File: config.mk
export PLATFORM = sky130hd
export DESIGN_NAME = wb_port_arbiter_flat
export DESIGN_NICKNAME = d
export VERILOG_FILES = /design/src/rtl/wb_port_arbiter_if.sv /design/src/rtl/wb_port_arbiter.sv /design/src/flat_wrapper.sv
export SDC_FILE = /design/constraint.sdc
export NUM_CORES = 1
export LEC_CHECK = 0
export CAP_MARGIN = 0
export CORE_ASPECT_RATIO = 0.9
export CORE_MARGIN = 2
export CORE_UTILIZATION = 35
export DETAILED_ROUTE_END_ITERATION = 16
export GPL_ROUTABILITY_DRIVEN = 0
export GPL_TIMING_DRIVEN = 1
export PLACE_DENSITY_LB_ADDON = 0.12
export SETUP_SLACK_MARGIN = 0.3
export SYNTH_ARGS = -nofsm -noshare
export SYNTH_HDL_FRONTEND = slang
export SYNTH_SLANG_ARGS = --single-unit
File: constraint.sdc
create_clock -name clk -period 2.9 [get_ports clk]
set_input_delay 0.29 -clock clk [delete_from_list [all_inputs] [get_ports clk]]
set_output_delay 0.29 -clock clk [all_outputs]
set_load 0.01 [all_outputs]
File: src/rtl/wb_port_arbiter_if.sv
// ---------------------------------------------------------------------------
// wb_port_arbiter_if
//
// Bundles every signal between the two writeback producers (execute path A,
// memory path B), the register-file write port and the arbiter itself.
//
//   master modport : producer / register-file side (drives requests,
//                    observes ready, the write bundle and occupancy)
//   slave  modport : wb_port_arbiter side
//
// Signals:
//   a_valid/a_ready/a_addr/a_data : execute-path write request handshake
//   b_valid/b_ready/b_addr/b_data : memory-path write request handshake
//   write_en/write_addr/write_data: registered register-file write
//   a_count/b_count               : queue occupancies
// ---------------------------------------------------------------------------
interface wb_port_arbiter_if #(
    parameter int DEPTH = 2,
    parameter int AW    = 5,
    parameter int DW    = 32
);
    localparam int CW = $clog2(DEPTH) + 1;

    logic          a_valid;
    logic          a_ready;
    logic [AW-1:0] a_addr;
    logic [DW-1:0] a_data;

    logic          b_valid;
    logic          b_ready;
    logic [AW-1:0] b_addr;
    logic [DW-1:0] b_data;

    logic          write_en;
    logic [AW-1:0] write_addr;
    logic [DW-1:0] write_data;

    logic [CW-1:0] a_count;
    logic [CW-1:0] b_count;

    modport master (
        output a_valid, a_addr, a_data,
        output b_valid, b_addr, b_data,
        input  a_ready, b_ready,
        input  write_en, write_addr, write_data,
        input  a_count, b_count
    );

    modport slave (
        input  a_valid, a_addr, a_data,
        input  b_valid, b_addr, b_data,
        output a_ready, b_ready,
        output write_en, write_addr, write_data,
        output a_count, b_count
    );
endinterface

File: src/rtl/wb_port_arbiter.sv
// ---------------------------------------------------------------------------
// wb_port_arbiter
//
// Shares the single register-file write port between the execute path (A)
// and the memory path (B). Each path owns a small in-order FIFO behind a
// valid/ready handshake; a round-robin arbiter drains at most one entry per
// cycle into a registered write_en/write_addr/write_data bundle.
//
// Ports:
//   clk   : clock, all state on posedge
//   reset : synchronous, active-high
//   bus   : wb_port_arbiter_if.slave (request handshakes, write bundle,
//           queue occupancies)
//
// Entries addressed to register 0 are popped and consume their grant, but
// never raise write_en.
// ---------------------------------------------------------------------------

// ---------------------------------------------------------------------------
// wb_port_queue
//
// Circular in-order FIFO of {addr, data} used for each requester.
//
// Ports:
//   clk, reset            : clock / synchronous active-high reset
//   in_valid/in_ready     : push handshake (in_addr, in_data)
//   pop                   : remove the head entry (caller guarantees non-empty)
//   head_addr/head_data   : current head entry
//   not_empty, count      : occupancy
// ---------------------------------------------------------------------------
module wb_port_queue #(
    parameter int DEPTH = 2,
    parameter int AW    = 5,
    parameter int DW    = 32
) (
    input  logic                       clk,
    input  logic                       reset,
    input  logic                       in_valid,
    output logic                       in_ready,
    input  logic [AW-1:0]              in_addr,
    input  logic [DW-1:0]              in_data,
    input  logic                       pop,
    output logic [AW-1:0]              head_addr,
    output logic [DW-1:0]              head_data,
    output logic                       not_empty,
    output logic [$clog2(DEPTH):0]     count
);
    localparam int PW = $clog2(DEPTH);
    localparam int CW = PW + 1;

    logic [AW-1:0] addr_mem [DEPTH];
    logic [DW-1:0] data_mem [DEPTH];

    logic [PW-1:0] rd_ptr_q, rd_ptr_d;
    logic [PW-1:0] wr_ptr_q, wr_ptr_d;
    logic [CW-1:0] count_q,  count_d;
    logic          push;

    // Ready looks only at the registered count: a full queue refuses a push
    // even in a cycle where it is also being popped.
    assign in_ready  = !reset && (count_q < CW'(DEPTH));
    assign push      = in_valid && in_ready;
    assign not_empty = (count_q != '0);
    assign head_addr = addr_mem[rd_ptr_q];
    assign head_data = data_mem[rd_ptr_q];
    assign count     = count_q;

    // Pointers are exactly PW bits wide, so wrapping modulo DEPTH is free.
    always_comb begin
        rd_ptr_d = rd_ptr_q;
        wr_ptr_d = wr_ptr_q;
        count_d  = count_q;
        if (push) begin
            wr_ptr_d = wr_ptr_q + PW'(1);
        end
        if (pop) begin
            rd_ptr_d = rd_ptr_q + PW'(1);
        end
        case ({push, pop})
            2'b10:   count_d = count_q + CW'(1);
            2'b01:   count_d = count_q - CW'(1);
            default: count_d = count_q;
        endcase
    end

    always_ff @(posedge clk) begin
        if (reset) begin
            rd_ptr_q <= '0;
            wr_ptr_q <= '0;
            count_q  <= '0;
        end else begin
            rd_ptr_q <= rd_ptr_d;
            wr_ptr_q <= wr_ptr_d;
            count_q  <= count_d;
        end
    end

    // Storage carries no reset; push is already blocked while reset is high.
    always_ff @(posedge clk) begin
        if (push) begin
            addr_mem[wr_ptr_q] <= in_addr;
            data_mem[wr_ptr_q] <= in_data;
        end
    end
endmodule

module wb_port_arbiter #(
    parameter int DEPTH = 2,
    parameter int AW    = 5,
    parameter int DW    = 32
) (
    input  logic                  clk,
    input  logic                  reset,
    wb_port_arbiter_if.slave      bus
);
    localparam int CW = $clog2(DEPTH) + 1;

    typedef enum logic {
        GRANT_A = 1'b0,
        GRANT_B = 1'b1
    } side_e;

    // Queue-side signals
    logic          a_ready, b_ready;
    logic          a_pop, b_pop;
    logic          a_not_empty, b_not_empty;
    logic [AW-1:0] a_head_addr, b_head_addr;
    logic [DW-1:0] a_head_data, b_head_data;
    logic [CW-1:0] a_count, b_count;

    // Arbiter state and registered write bundle
    side_e         last_grant_q, last_grant_d;
    logic          write_en_q,   write_en_d;
    logic [AW-1:0] write_addr_q, write_addr_d;
    logic [DW-1:0] write_data_q, write_data_d;

    logic [AW-1:0] sel_addr;
    logic [DW-1:0] sel_data;
    logic          any_grant;

    wb_port_queue #(
        .DEPTH (DEPTH),
        .AW    (AW),
        .DW    (DW)
    ) u_a_queue (
        .clk       (clk),
        .reset     (reset),
        .in_valid  (bus.a_valid),
        .in_ready  (a_ready),
        .in_addr   (bus.a_addr),
        .in_data   (bus.a_data),
        .pop       (a_pop),
        .head_addr (a_head_addr),
        .head_data (a_head_data),
        .not_empty (a_not_empty),
        .count     (a_count)
    );

    wb_port_queue #(
        .DEPTH (DEPTH),
        .AW    (AW),
        .DW    (DW)
    ) u_b_queue (
        .clk       (clk),
        .reset     (reset),
        .in_valid  (bus.b_valid),
        .in_ready  (b_ready),
        .in_addr   (bus.b_addr),
        .in_data   (bus.b_data),
        .pop       (b_pop),
        .head_addr (b_head_addr),
        .head_data (b_head_data),
        .not_empty (b_not_empty),
        .count     (b_count)
    );

    // Round-robin grant: an uncontested side always wins; when both hold
    // entries the side that did not win last time is chosen. The grant pops
    // the queue on the same edge that registers the write bundle.
    always_comb begin
        a_pop        = a_not_empty && (!b_not_empty || (last_grant_q == GRANT_B));
        b_pop        = b_not_empty && (!a_not_empty || (last_grant_q == GRANT_A));
        any_grant    = a_pop || b_pop;
        sel_addr     = b_pop ? b_head_addr : a_head_addr;
        sel_data     = b_pop ? b_head_data : a_head_data;

        last_grant_d = last_grant_q;
        if (a_pop) begin
            last_grant_d = GRANT_A;
        end else if (b_pop) begin
            last_grant_d = GRANT_B;
        end

        // x0 writes are swallowed: the grant is used up but the port idles
        // and the previous address/data stay on the bus.
        write_en_d   = any_grant && (sel_addr != '0);
        write_addr_d = write_en_d ? sel_addr : write_addr_q;
        write_data_d = write_en_d ? sel_data : write_data_q;
    end

    // last_grant resets to B so that A wins the first contested cycle.
    always_ff @(posedge clk) begin
        if (reset) begin
            last_grant_q <= GRANT_B;
            write_en_q   <= 1'b0;
            write_addr_q <= '0;
            write_data_q <= '0;
        end else begin
            last_grant_q <= last_grant_d;
            write_en_q   <= write_en_d;
            write_addr_q <= write_addr_d;
            write_data_q <= write_data_d;
        end
    end

    assign bus.a_ready    = a_ready;
    assign bus.b_ready    = b_ready;
    assign bus.a_count    = a_count;
    assign bus.b_count    = b_count;
    assign bus.write_en   = write_en_q;
    assign bus.write_addr = write_addr_q;
    assign bus.write_data = write_data_q;
endmodule

File: src/flat_wrapper.sv
// flat-port wrapper written by rule: the top's interface ports become plain ports
module wb_port_arbiter_flat 
#(
    parameter int DEPTH = 2,
    parameter int AW    = 5,
    parameter int DW    = 32
)
  (clk, reset, bus_a_valid, bus_a_addr, bus_a_data, bus_b_valid, bus_b_addr, bus_b_data, bus_a_ready, bus_b_ready, bus_write_en, bus_write_addr, bus_write_data, bus_a_count, bus_b_count);
  wb_port_arbiter_if #(.DEPTH(DEPTH), .AW(AW), .DW(DW)) bus_i ();
  input  logic clk;
  input  logic reset;
  input wire logic [$bits(bus_i.a_valid)-1:0] bus_a_valid;
  input wire logic [$bits(bus_i.a_addr)-1:0] bus_a_addr;
  input wire logic [$bits(bus_i.a_data)-1:0] bus_a_data;
  input wire logic [$bits(bus_i.b_valid)-1:0] bus_b_valid;
  input wire logic [$bits(bus_i.b_addr)-1:0] bus_b_addr;
  input wire logic [$bits(bus_i.b_data)-1:0] bus_b_data;
  output wire logic [$bits(bus_i.a_ready)-1:0] bus_a_ready;
  output wire logic [$bits(bus_i.b_ready)-1:0] bus_b_ready;
  output wire logic [$bits(bus_i.write_en)-1:0] bus_write_en;
  output wire logic [$bits(bus_i.write_addr)-1:0] bus_write_addr;
  output wire logic [$bits(bus_i.write_data)-1:0] bus_write_data;
  output wire logic [$bits(bus_i.a_count)-1:0] bus_a_count;
  output wire logic [$bits(bus_i.b_count)-1:0] bus_b_count;
  assign bus_i.a_valid = bus_a_valid;
  assign bus_i.a_addr = bus_a_addr;
  assign bus_i.a_data = bus_a_data;
  assign bus_i.b_valid = bus_b_valid;
  assign bus_i.b_addr = bus_b_addr;
  assign bus_i.b_data = bus_b_data;
  assign bus_a_ready = bus_i.a_ready;
  assign bus_b_ready = bus_i.b_ready;
  assign bus_write_en = bus_i.write_en;
  assign bus_write_addr = bus_i.write_addr;
  assign bus_write_data = bus_i.write_data;
  assign bus_a_count = bus_i.a_count;
  assign bus_b_count = bus_i.b_count;
  wb_port_arbiter #(.DEPTH(DEPTH), .AW(AW), .DW(DW)) u_core (.clk(clk), .reset(reset), .bus(bus_i));
endmodule
; ---- Word level (Yosys, flattened, before mapping)
; Memory sizes are Yosys's and may differ from the RTL's. A register that Yosys moved wholly into a read port is not among the register bits.
; Cells that the tools add are included.
[word_totals]
ff_bits = 47
output_inout_bits = 44
n_memories = 4
elab_cells = 66
mem_bits_rw = 148
in_bits = 78
[classes]
n_mux = 18
n_reduce_logical = 19
eq_ne = 4
magnitude_cmp = 2
bitwise = 1
addsub = 8
[memory_table]
columns = memory, depth, width, read_ports, rd_clocked_by_memory_dff, wr, line_no
row1 = u_core.u_a_queue.data_mem, 2, 32, 1, 1, 1, wb_port_arbiter.sv:52  ; logic [DW-1:0] data_mem [DEPTH];
row2 = u_core.u_b_queue.data_mem, 2, 32, 1, 1, 1, wb_port_arbiter.sv:52
row3 = u_core.u_a_queue.addr_mem, 2, 5, 1, 1, 1, wb_port_arbiter.sv:51  ; logic [AW-1:0] addr_mem [DEPTH];
row4 = u_core.u_b_queue.addr_mem, 2, 5, 1, 1, 1, wb_port_arbiter.sv:51
[ops]
columns = cell, count
row1 = $mux W32, 1
row2 = $mux W1, 14
row3 = $reduce_bool A2 Y1, 5
row4 = $pmux W2 S2, 2
row5 = $logic_and A1 B1 Y1, 7
row6 = $mux W5, 1
row7 = $reduce_bool A5 Y1, 1
row8 = $add A1 B1 Y1 const B, 4
row9 = $add A2 B1 Y2 const B, 2
row10 = $eq A2 B1 Y1 const B, 2
row11 = $eq A2 B2 Y1 const B, 2
row12 = $lt A2 B2 Y1 const B, 2
row13 = $sub A2 B1 Y2 const B, 2
row14 = $logic_not A1 Y1, 3
row15 = $logic_or A1 B1 Y1, 3
row16 = $not A1 Y1, 1

; ---- Logic depth before layout (Yosys ltp)
[depth]
ltp_word = 7
depth_mapped = 8
ltp_nobuf = 7

; ---- Cells and area by module
; Synthesis repeated with hierarchy kept, for this count alone.
[unflattened]
hier_cells = 468
area_unflattened_um2 = 7751.2
[modules_own_cells]
columns = module, area_per_inst_um2, cells_each, seq_area_each_um2, n_inst
row1 = wb_port_queue, 2875.3, 138, 2322.2, 2
row2 = wb_port_arbiter, 2000.7, 192, 780.7, 1

; ---- Worst setup path before layout
; Ideal clock, no wire load.
[synth_timing]
path_kind = flip-flop to flip-flop
start = register u_core.u_a_queue.count_q[1], in the netlist u_core.u_a_queue.count[1]
end = memory u_core.u_a_queue.addr_mem[0][0] (enable)
path_stages_with_launch = 4
n_path_buf = 0
required_ns = 2.469
path_slack_ns = 0.128
arrival_ns = 2.341
synth_period_minus_slack_ns = 2.772
setup_time_ns = 0.431
cell_sequence = dfxtp_1 > nor2_1 > nand2_1 > nor2_1
[synth_via]
elab_chain_cells = 5
[synth_lines]
columns = item, line_no
row1 = start: declaration, wb_port_arbiter.sv:56  ; logic [CW-1:0] count_q, count_d;
row2 = start signal: assignment, wb_port_arbiter.sv:94  ; count_q <= count_d;
row3 = $lt A2 B2 Y1, wb_port_arbiter.sv:61  ; assign in_ready = !reset && (count_q < CW'(DEPTH));
row4 = $logic_and A1 B1 Y1, wb_port_arbiter.sv:61
row5 = named net bus_a_ready, flat_wrapper.sv:18  ; output wire logic [$bits(bus_i.a_ready)-1:0] bus_a_ready;
row6 = $logic_and A1 B1 Y1, wb_port_arbiter.sv:62  ; assign push = in_valid && in_ready;
row7 = $mux W1, wb_port_arbiter.sv:100  ; if (push) begin
row8 = $mux W1 (not written as such), wb_port_arbiter.sv:101  ; addr_mem[wr_ptr_q] <= in_addr;
row9 = end: declaration, wb_port_arbiter.sv:51
; The timed path passes the listed nets, and every way through them passes these cells.

==> results.md <==
- Reg area: 5430 sq um
- Synth Instances: 539
- Antenna Violating Nets Remaining: 0
- Post-synthesis average cell area: 14.0 sq um
- Synth Register Bits: 197
- Hold_buf cts: 0
- Share of cells above drive strength 1: 0.0906
- Drt initial violations: 274
- Clock Tree Buf Depth: 2
- Pre-CTS WS: 534 ps
- DR pass1 iterations: 5
- Clock power frac: 0.243
- Crit-path max FO: 34
- Cell Area, Synth: 7560 sq um
- CTS tree: done
- Core region area: 21400 sq um
- Number of synthesized flops with an enable pin: 148
- Outcome: completed
- Most common cell in the synthesized netlist: edfxtp_1
- Largest family of logic cells by synthesized area: multiplexers
- Switch share: 0.348
- CP required: 3270 ps
- PD cells: 935 nW/um^2
- Clock buffer count from CTS: 17
- Compound-Gate Fraction of Synth Area: 0.0602
- Die Height: 143 um
- Number of global-route vias before repair: 4770
- CTS H-tree depth: 4
- Setup violations, final: 0
- Vias per cell: 4.86
- Port bufs: 121
- Dpl hpwl: 11400 um
- FF-to-FF setup slack: 540 ps
- Worst Slack Setup Final: 539 ps
- Fin. Hold Viols: 0
- Die area: 22800 sq um
- Main synth FF type: edfxtp_1
- Worst VDD drop: 353 uV
- Die width: 159 um
- Remaining global-route overflow: 0
- Clk_skew: 14.5 ps
- RSZ-0062 raised after global routing: false
- Gr usage total: 0.157
- Slew @ Worst Pin: 730 ps
- Clk slew on worst S/H paths: 70 ps
- Slew margin rel.: 0.513
- PostCTS Resize Cnt: 0
- I/O Pins: 122
- Max Cap Viol: 0
- CP Cell Sequence: buf_4 -> a21oi_1 -> or3_2 -> a21oi_4 -> a32o_1
- Post-synth top area share: 0.588
- Area of the multi-input gates: 1990 sq um
- Filler cells: 1924
- Fin nets: 740
- Syn. warnings: 0
- Dominant cells by area after synthesis: edfxtp_1, dfxtp_1, mux2i_1
- Post-synth top cells: edfxtp_1, nand2_1, mux2i_1, dfxtp_1, a21oi_1
- Startpoint types: flip-flop
- Post-synthesis mux area share: 0.0979
- Slowest CP cell: or3_2
- Vias: 4687
- Clock Latency Late Sink: 430 ps
- Sink Count: 197
- Row Count: 51
- Global-route wire length before repair: 27000 um
- Seq/Total Area, Yosys: 0.717
- Area share of xor/xnor cells in the synthesized design: 0.00927
- Synthesized Nets: 619
- Critical Path Sink Type: flip-flop
- Setup tns final: 0 ps
- Avg WL per Cell: 18.2 um
- Final WL: 17600 um
- Synth unique cells: 32
- Post-Synth Simple-Gate Area: 0.0870
- Combinational cell fraction of total power: 0.353
- Postcts setup bufs: 0
- NetSw: 3.15 mW
- Min cycle time layout: 2360 ps
- Max Slew Vio Count: 0
- Final period utilization: 0.814
- Clock Tree Root: clkbuf_16
- CP arrival: 2730 ps
- # DRC: 0
- Post-synth top area cell: edfxtp_1
- Leakage: 3.23 nW
- Largest net degree at the start of global routing: 43
- Synth-to-Final Area Change: 28.2%
- Slowest Stage Delay on Critical Path: 840 ps
- F_max: 0.424 GHz
- Seq pwr share: 0.404
- Starting Density: 0.353
- Hold/Removal Path Class: in2reg
- Pint: 5.91 mW
- Antenna Cells: 0
- Post-synthesis async set-or-reset flop share: 0
- Synth Area in Adders: 0.00331
- Initial antenna violation count: 0
- Crit Path Class: reg2reg
## routing by layer
metal,track usage,up-vias,wire [um]
li1,-,2255,-
met1,0.210,2300,8390
met2,0.259,118,8180
met3,0.0335,14,811
met4,0.0493,0,188
met5,0,-,0
## cell usage in the layout (no fill, tap or decap), types with 6 or more instances in the layout
cell type	n
nor2_1	13
dfxtp_1	47
o21ai_1	29
inv_6	6
nand2_1	76
a21oi_1	37
o21ai_0	8
clkbuf_16	17
edfxtp_1	148
buf_4	11
nand4_1	33
clkdlybuf4s50_1	120
mux2i_1	74
## sequential cells by signal (all words and copies together) (netlist names), named ones only
signal,flops
u_core.u_b_queue.wr_ptr_q,1
u_core.bus.write_data,32
u_core.u_a_queue.wr_ptr_q,1
u_core.u_b_queue.count,2
u_core.u_a_queue.data_mem,64
u_core.u_a_queue.addr_mem,10
u_core.u_a_queue.count,2
u_core.u_b_queue.rd_ptr_q,1
u_core.u_b_queue.data_mem,64
u_core.bus.write_addr,5
u_core.u_a_queue.rd_ptr_q,1
u_core.bus.write_en,1
u_core.last_grant_q,1
u_core.u_b_queue.addr_mem,10
## power groups by stage
stage / logic, mW / registers, mW / clock network (mW)
2_1_floorplan: 2.02 / 3.74 / 0
3_3_place_gp: 3.18 / 3.72 / 0
3_5_place_dp: 3.23 / 3.73 / 0
4_1_cts: 3.24 / 3.67 / 2.25
5_1_grt: 3.52 / 3.70 / 2.35
6_report: 3.20 / 3.66 / 2.20
## logic make-up (layout without fill, tap and decap cells)
kind of cell    after synthesis  in the layout
mux                          74             74
xor+xnor                      8              8
buf+inv                      36            170
flops                       197            197
compound gates               82             82
fa+ha+maj                     2              2
simple gates                140            140
## final cells by class
| type | instances | area share |
|---|---|---|
| tap | 291 | 0.0375 |
| multi-input combinational | 306 | 0.205 |
| clock inverter | 15 | 0.0121 |
| inverter | 2 | 0.000774 |
| sequential | 197 | 0.560 |
| clock buffer | 17 | 0.0439 |
| timing repair buffer | 136 | 0.141 |
## critical path, delay by kind of cell, from the launching register on
kind | cells | cell delay, ps
flip-flops | 1 | 440
AND/OR/NAND/NOR | 1 | 840
buffers and inverters | 1 | 390
AO/OA/AOI/OAI | 3 | 630
## path summary, 6_finish.rpt
kind | startpoint | endpoint | cells past startpoint
max | flip-flop | u_core.bus.write_addr[4] | 5
min | reset | u_core.u_a_queue.count[1] | 2
max reg2reg | flip-flop | u_core.bus.write_addr[4] | 5
min reg2reg | u_core.bus.write_data[23] | u_core.bus.write_data[23] | 2
## per-stage QoR
stage	utilization	instances	power, mW	hold WS [ps]	instance area, sq um
final	0.452	964	9.07	123	9700
after global routing	0.452	964	9.57	124	9700
after CTS	0.452	964	9.16	114	9700
after detailed placement	0.427	932	6.96	472	9150
after global placement	0.427	932	6.90	470	9150
after floorplan	-	539	5.77	389	7570
(Power assumes the default switching activity.)
